**src/rtl/div_seq32.sv**
```systemverilog
// Multi-cycle radix-2 restoring divider for DIV/DIVU in the execute stage.
// result = {remainder, quotient}; ready is high only in END.
module div_seq32 #(
    parameter int WIDTH = 32
) (
    input  logic               clk,
    input  logic               rst,
    input  logic               signed_div,
    input  logic [WIDTH-1:0]   opdata1,
    input  logic [WIDTH-1:0]   opdata2,
    input  logic               start,
    input  logic               annul,
    output logic [2*WIDTH-1:0] result,
    output logic               ready
);

    localparam int CW = $clog2(WIDTH);
    localparam logic [CW-1:0] LAST = CW'(WIDTH - 1);

    typedef enum logic [1:0] {
        IDLE   = 2'd0,
        BYZERO = 2'd1,
        ON     = 2'd2,
        END    = 2'd3
    } state_t;

    state_t             state_q, state_d;
    logic [CW-1:0]      cnt_q, cnt_d;
    logic [WIDTH-1:0]   dvd_q, dvd_d;
    logic [WIDTH-1:0]   dvs_q, dvs_d;
    logic [WIDTH-1:0]   rem_q, rem_d;
    logic               neg_quo_q, neg_quo_d;
    logic               neg_rem_q, neg_rem_d;
    logic [2*WIDTH-1:0] result_q, result_d;

    logic [WIDTH-1:0]   abs_a, abs_b;
    logic [WIDTH:0]     rem_shift, trial;
    logic               q_bit;
    logic [WIDTH-1:0]   rem_keep, quo_step, quo_fix, rem_fix;

    always_comb begin
        // Magnitudes are unsigned, so 0x80000000 stays 2^31 here.
        abs_a = (signed_div && opdata1[WIDTH-1]) ? (~opdata1 + 1'b1) : opdata1;
        abs_b = (signed_div && opdata2[WIDTH-1]) ? (~opdata2 + 1'b1) : opdata2;

        // dvd_q shifts dividend bits out of the top and quotient bits in at the bottom.
        rem_shift = {rem_q, dvd_q[WIDTH-1]};
        trial     = rem_shift - {1'b0, dvs_q};
        q_bit     = ~trial[WIDTH];
        rem_keep  = q_bit ? trial[WIDTH-1:0] : rem_shift[WIDTH-1:0];
        quo_step  = {dvd_q[WIDTH-2:0], q_bit};
        quo_fix   = neg_quo_q ? (~quo_step + 1'b1) : quo_step;
        rem_fix   = neg_rem_q ? (~rem_keep + 1'b1) : rem_keep;
    end

    always_comb begin
        state_d   = state_q;
        cnt_d     = cnt_q;
        dvd_d     = dvd_q;
        dvs_d     = dvs_q;
        rem_d     = rem_q;
        neg_quo_d = neg_quo_q;
        neg_rem_d = neg_rem_q;
        result_d  = result_q;

        case (state_q)
            IDLE: begin
                if (start && !annul) begin
                    dvd_d     = abs_a;
                    dvs_d     = abs_b;
                    rem_d     = '0;
                    cnt_d     = '0;
                    neg_quo_d = signed_div & (opdata1[WIDTH-1] ^ opdata2[WIDTH-1]);
                    neg_rem_d = signed_div & opdata1[WIDTH-1];
                    state_d   = (abs_b == '0) ? BYZERO : ON;
                end
            end
            BYZERO: begin
                if (annul) begin
                    state_d = IDLE;
                end else begin
                    state_d  = END;
                    result_d = '0;
                end
            end
            ON: begin
                if (annul) begin
                    state_d = IDLE;
                end else begin
                    dvd_d = quo_step;
                    rem_d = rem_keep;
                    cnt_d = cnt_q + 1'b1;
                    if (cnt_q == LAST) begin
                        state_d  = END;
                        result_d = {rem_fix, quo_fix};
                    end
                end
            end
            END: begin
                // Holding start keeps END; a new division needs start low first.
                if (annul || !start) begin
                    state_d = IDLE;
                end
            end
            default: state_d = IDLE;
        endcase
    end

    always_ff @(posedge clk or posedge rst) begin
        if (rst) begin
            state_q   <= IDLE;
            cnt_q     <= '0;
            dvd_q     <= '0;
            dvs_q     <= '0;
            rem_q     <= '0;
            neg_quo_q <= 1'b0;
            neg_rem_q <= 1'b0;
            result_q  <= '0;
        end else begin
            state_q   <= state_d;
            cnt_q     <= cnt_d;
            dvd_q     <= dvd_d;
            dvs_q     <= dvs_d;
            rem_q     <= rem_d;
            neg_quo_q <= neg_quo_d;
            neg_rem_q <= neg_rem_d;
            result_q  <= result_d;
        end
    end

    assign result = result_q;
    assign ready  = (state_q == END);

endmodule
```
**config.mk**
```make
export PLATFORM = sky130hd
export DESIGN_NAME = div_seq32
export DESIGN_NICKNAME = d
export VERILOG_FILES = /design/src/rtl/div_seq32.sv
export SDC_FILE = /design/constraint.sdc
export NUM_CORES = 1
export LEC_CHECK = 0
export ABC_AREA = 1
export BUFFER_PORTS_ARGS = -buffer_cell sky130_fd_sc_hd__buf_2
export CORE_ASPECT_RATIO = 0.5
export CORE_MARGIN = 1
export CORE_UTILIZATION = 55
export CTS_CLUSTER_DIAMETER = 200
export DETAILED_ROUTE_END_ITERATION = 8
export PLACE_DENSITY = 0.78
export SKIP_LAST_GASP = 1
export SYNTH_ARGS = -nofsm -noshare
export SYNTH_HDL_FRONTEND = slang
export SYNTH_SLANG_ARGS = --single-unit
export TNS_END_PERCENT = 30
```
**constraint.sdc**
```tcl
create_clock -name clk -period 4.85 [get_ports clk]
set_input_delay 0.2425 -clock clk [delete_from_list [all_inputs] [get_ports clk]]
set_output_delay 0.2425 -clock clk [all_outputs]
set_load 0.05 [all_outputs]
```
==> impl_metrics.ini, run 1 <==
[routing]
drtAntennaViolNets = 0
dr_total_vias = 14100
drt_iter0_drc = 1550
wirelength_um = 40500
dr.pass1.iters = 6
wl_per_cell_um = 15.6
remaining_drc_errors = 0
viasPerCell = 5.45

[min_path]
holdPathStages = 3
hold_path.class = input port to flop
min_to = dvd_q[29]
holdCritStartpoint = opdata1[29]

[power_and_ir_drop]
finalPower_mw = 10.8
sw_frac_of_total = 0.565
ir_drop_mv = 0.278
pwr-share-comb = 0.681
p_switching_mw = 6.11
power_leakage_nw = 8.18
pwr_density_cell_nw_per_um2 = 719
pwr-share-seq = 0.196
p_int_mw = 4.71
clkPwrFrac = 0.123

[sta]
period_needed_ns = 4.41
finalHoldViolCount = 0
final.setup.tns_ns = 0
worst_slew_pin_slew_ns = 1.18
rsz0062_at_grt = false
relSlewSlack = 0.211
clock_skew_ns = 0.0126
setup_viol = 0
whs_ns = 0.109
max_freq_ghz = 0.227
post-route-period-util = 0.910
drv_slew = 0

[global_routing]
use_met3 = 0.0558
grt_pass1_vias = 12600
track_usage = 0.327
gr-total-overflow = 0
grt_max_degree = 95
busiest_layer = met2
grt_pass1_wl_um = 65100
antenna_found_initial = 0
grt_use_met1 = 0.464
grt_util_met2 = 0.512

[clock_tree]
clkLatencyLatePin_ns = 0.45
clock_sinks = 169
cts_root_buf = clkbuf_16
cts_buffer_depth = 2
cts_buffers = 17
h-tree-depth = 4
clk_pin_slew_ns = 0.07
cts_tree = yes
cts_resized = 0

[layout]
final_cells = 2590
fin_util = 0.625
regArea_um2 = 4230
drive_gt1_frac = 0.109
area_delta_synth_final_pct = 11.0
diodes = 0
final_nets = 2354
multi_input_comb_area_um2 = 7840
fill_cells = 2271

[worst_setup_path]
required_ns = 5.19
worstReg2RegStart = dvd_q[31]
rr_worst_depth = 30
critPathCaptureType = flop
crit_arrival_ns = 4.75
critPathMaxStageDelay_ns = 0.40
rrSetupSlack_ns = 0.44
reg2reg_to = result[28]
worst_path_most_repeated_cell = nand2_1
worstSetupPathType = flop to flop
cp_slowest_cell = fa_1
cp_max_fo = 15
critPathLaunchType = flop

[yosys]
synth_top_cell_by_area = dfrtp_1
synth.distinct_cells = 54
netlist_instances = 2135
synth_top_area_frac = 0.312
synth-seq-area-share = 0.312
ys_async_sr_fraction = 1.00
ys.flop_type = dfrtp_1
postSynthAreaPerCell_um2 = 6.35
synth-seq-cells = 169
synth_area_um2 = 13600
syn_nets = 2248
synthTopCellsByArea = dfrtp_1, nand2_1, inv_1
yosys_warnings = 0
synth_edf_count = 0

[place]
port_buffers = 133
place_congestion = 0.943
dp.cells = 2557
dp_hpwl_um = 31100

[floorplan]
core-area_um2 = 24100
core.rowCount = 40
die_w_um = 224
start_util = 0.563
die_y_um = 113
ios = 134
dieArea_um2 = 25300

[flow_run]
cap_viol_max_count = 0

[status]
status = finished, final reports clean
[cells by family (layout without fill, tap and decap cells)]
family,count (synthesis),in the layout,synth area share
buffers and inverters,379,498,0.112
AND/OR/NAND/NOR,1175,1175,0.367
adder cells (fa/ha/maj),44,44,0.0412
XOR/XNOR,51,51,0.0329
AO/OA/AOI/OAI,316,316,0.134
flip-flops,169,169,0.312
multiplexers,1,1,0.000738
[placed cells by master, fill, tap and decap left out, drive strengths merged, types with 12 or more instances in the layout]
cell and n:
o211ai 13, xor2 32, xnor2 19, o31ai 12, ha 43, nand2 756
nand4 18, o22ai 29, o21ai 156, buf 149, nand3 134, nor2 208
dfrtp 169, o221ai 16, nand3b 15, nor3 30, clkbuf 20, inv 321
a21oi 70
[synthesized netlist by cell type, drive strengths merged (2+ instances only)]
library cell and n:
a31oi 2, nand3 134, a21o 2, buf 24, nand3b 15, dfrtp 169
nand4 18, o211ai 13, nor3 30, a32o 3, xnor2 19, and2 2
o21bai 5, or2 3, nor2 208, inv 315, o221ai 16, o22ai 29
ha 43, o31ai 12, a31o 2, a21oi 70, xor2 32, nand2 756
a21boi 2, o21ai 156, nor4 7, a22oi 2, clkbuf 39
[metal layers]
metal / routed length, um / vias to the layer above
li1: - / 7015
met1: 18400 / 6484
met2: 17800 / 554
met3: 3300 / 67
met4: 982 / 0
met5: 0 / -
[through the flow]
step                area (um2)  setup WS (ns)
floorplan                13600         0.0324
global placement         14500          0.697
detailed placement       14500          0.559
CTS                      15100          0.541
global route             15100         0.0353
finish                   15100          0.436
[flip-flops by register name (all words and copies together) (netlist names)]
name	count
cnt_q	5
dvd_q	32
dvs_q	32
neg_quo_q	1
neg_rem_q	1
rem_q	32
result	64
state_q	2
[how the worst max path moves through the flow]
stage,end,slack [ns],startpoint
2_1_floorplan,cnt_q[0],0.03,rst
3_3_place_gp,result[28],0.70,dvd_q[31]
3_5_place_dp,result[28],0.56,dvd_q[31]
4_1_cts,result[28],0.54,dvd_q[31]
5_1_grt,result[28],0.04,dvd_q[31]
6_report,result[28],0.44,dvd_q[31]
[what timing repair did]
| item | in CTS | in global routing |
|---|---|---|
| hold buffers | 1 | 0 |
| setup buffers | 0 | 0 |
| endpoints found under the hold margin | 75 | 0 |
[power by group through the flow]
| stage | logic [mW] | registers (mW) | clock network, mW |
|---|---|---|---|
| 3_3_place_gp | 7.04 | 2.11 | 0 |
| 2_1_floorplan | 5.61 | 2.02 | 0 |
| 3_5_place_dp | 7.10 | 2.12 | 0 |
| 6_report | 7.36 | 2.12 | 1.33 |
| 5_1_grt | 8.25 | 2.16 | 1.40 |
| 4_1_cts | 7.18 | 2.10 | 1.34 |
[critical path: cells and delay by family, from the launching register on]
family                     cells  cell delay (ns)
AOI/OAI and AO/OA              2             0.30
adders and majority gates      3             0.81
buffers and inverters          4             0.35
DFF                            1             0.32
and+or+nand+nor               21             2.51
[area by class of cell]
| type | instances | share of cell area |
|---|---|---|
| Timing Repair Buffer | 150 | 0.0537 |
| Multi-Input combinational cell | 1587 | 0.521 |
| Clock inverter | 12 | 0.00715 |
| Sequential cell | 169 | 0.281 |
| Clock buffer | 20 | 0.0303 |
| Tap cell | 336 | 0.0279 |
| Inverter | 316 | 0.0791 |
No activity file was read; power rests on OpenSTA's default activity.
==> run 2, diff against run 1 <==
--- a/config.mk
+++ b/config.mk
@@ -13,6 +13,7 @@
 export CTS_CLUSTER_DIAMETER = 200
 export DETAILED_ROUTE_END_ITERATION = 8
 export PLACE_DENSITY = 0.78
+export REMOVE_ABC_BUFFERS = 1
 export SKIP_LAST_GASP = 1
 export SYNTH_ARGS = -nofsm -noshare
 export SYNTH_HDL_FRONTEND = slang
==> run 2 against run 1 <==
Total power grew 0.59%. Register-to-register slack gained 0.09 ns. Utilization decreased by 0.062 points. Flip-flop and latch count unchanged. Final area hardly changed. Hold slack worse by 0.084 ns. Cell count shrank 0.19%. Die area did not move. Clock skew is 0.00088 ns lower. Combinational power about the same. First-iteration DRC count fell by 5.9%. Critical path type unchanged. Critical endpoint unchanged. Largest cell class unchanged. Largest power group unchanged. Highest routed layer unchanged.
==> impl_metrics.ini, run 2 (synthesis gave the netlist of run 1 again) <==
[status]
status = finished, final reports clean

[layout]
layout_commonest_cell = nand2_1
fin_util = 0.625
final_nets = 2350
layout_common_cells = nand2_1, inv_1, nor2_1
diodes = 0
drive_gt1_frac = 0.107
largest_reg_flops = 64
area_delta_synth_final_pct = 10.9

[routing]
viasPerCell = 5.43
drt_iter0_drc = 1458
wirelength_um = 41000
drtAntennaViolNets = 0
dr_total_vias = 14000
wl_per_cell_um = 15.9
dr.pass1.iters = 8
remaining_drc_errors = 0

[sta]
max_freq_ghz = 0.231
period_needed_ns = 4.33
setup_viol = 0
final.setup.tns_ns = 0
drv_slew = 0
finalHoldViolCount = 0
rsz0062_at_grt = false
post-route-period-util = 0.892
relSlewSlack = 0.311
worst_slew_pin_slew_ns = 1.03
clock_skew_ns = 0.0117

[global_routing]
track_usage = 0.333
grt_pass1_wl_um = 65700
gr-total-overflow = 0
antenna_found_initial = 0
grt_max_degree = 111
grt_pass1_vias = 12700

[clock_tree]
cts_tree = yes
clock_sinks = 169
clkLatencyLatePin_ns = 0.45
cts_buffer_depth = 2
ctsHoldBuffers = 0
post_cts_buffers = 0
h-tree-depth = 4
cts_resized = 0
cts_root_buf = clkbuf_16
cts_buffers = 17
clk_pin_slew_ns = 0.07

[power_and_ir_drop]
ir_drop_mv = 0.377
power_leakage_nw = 8.17
pwr_density_cell_nw_per_um2 = 723

[worst_setup_path]
crit_arrival_ns = 4.67
cp_slowest_cell = fa_1
startpoint = dvd_q[31]
critPathCaptureType = flop
critPathMaxStageDelay_ns = 0.41
critPathLaunchType = flop
worstReg2RegStart = dvd_q[31]
cp_max_fo = 15
required_ns = 5.19
worst_path_most_repeated_cell = nand2_1
worstSetupPathType = flop to flop

[floorplan]
dieArea_um2 = 25300
start_util = 0.563
die_w_um = 224
core.rowCount = 40
die_y_um = 113
core-area_um2 = 24100
ios = 134

[place]
dp_hpwl_um = 30900
place_congestion = 1.00
port_buffers = 133

[min_path]
hold_path.class = input port to async pin

[flow_run]
cap_viol_max_count = 0
[run 2: cell type report]
cell class,count,area (um2)
Fill cell,2309,9040
Tap cell,336,420
Inverter,316,1190
Sequential cell,169,4230
Clock inverter,11,136
Multi-Input combinational cell,1587,7850
Timing Repair Buffer,146,776
Clock buffer,20,437
[run 2: final timing paths]
| path | to | slack [ns] | cells past startpoint |
|---|---|---|---|
| setup / recovery | result[28] | 0.52 | 30 |
| hold / removal | result[27] | 0.03 | 2 |
| setup reg to reg | result[28] | 0.52 | 30 |
| hold reg to reg | result[62] | 0.47 | 2 |
| max in group asynchronous | dvs_q[28] | 3.91 | 3 |
| min in group clk | dvd_q[31] | 0.13 | 3 |
[run 2: through the flow]
stage / worst slack [ns] / area, um2 / total power, mW / hold slack (ns) / instances
finish: 0.523 / 15000 / 10.9 / 0.0254 / 2585
global route: 0.0443 / 15000 / 11.9 / 0.130 / 2585
CTS: 0.504 / 15000 / 10.7 / 0.0847 / 2585
detailed placement: 0.528 / 14500 / 9.30 / 0.460 / 2554
global placement: 0.674 / 14500 / 9.21 / 0.458 / 2554
floorplan: -0.978 / 13200 / 7.38 / 0.403 / 2072
[run 2: report_power, final]
part	internal (mW)	switching [mW]
sequential	1.79	0.310
combinational	2.21	5.18
clock	0.766	0.629
[run 2: metal layers]
metal	up-vias	wire length, um	GRT usage
li1	7001	-	-
met1	6456	19000	0.473
met2	527	17800	0.511
met3	59	3490	0.0714
met4	0	746	0.0954
met5	-	0	0
[run 2: critical path: cells and delay by family (launching register included)]
kind / cells / cell delay (ns)
and+or+nand+nor: 21 / 2.41
adders and majority gates: 3 / 0.80
buffers and inverters: 4 / 0.35
AOI/OAI and AO/OA: 2 / 0.30
DFF: 1 / 0.32
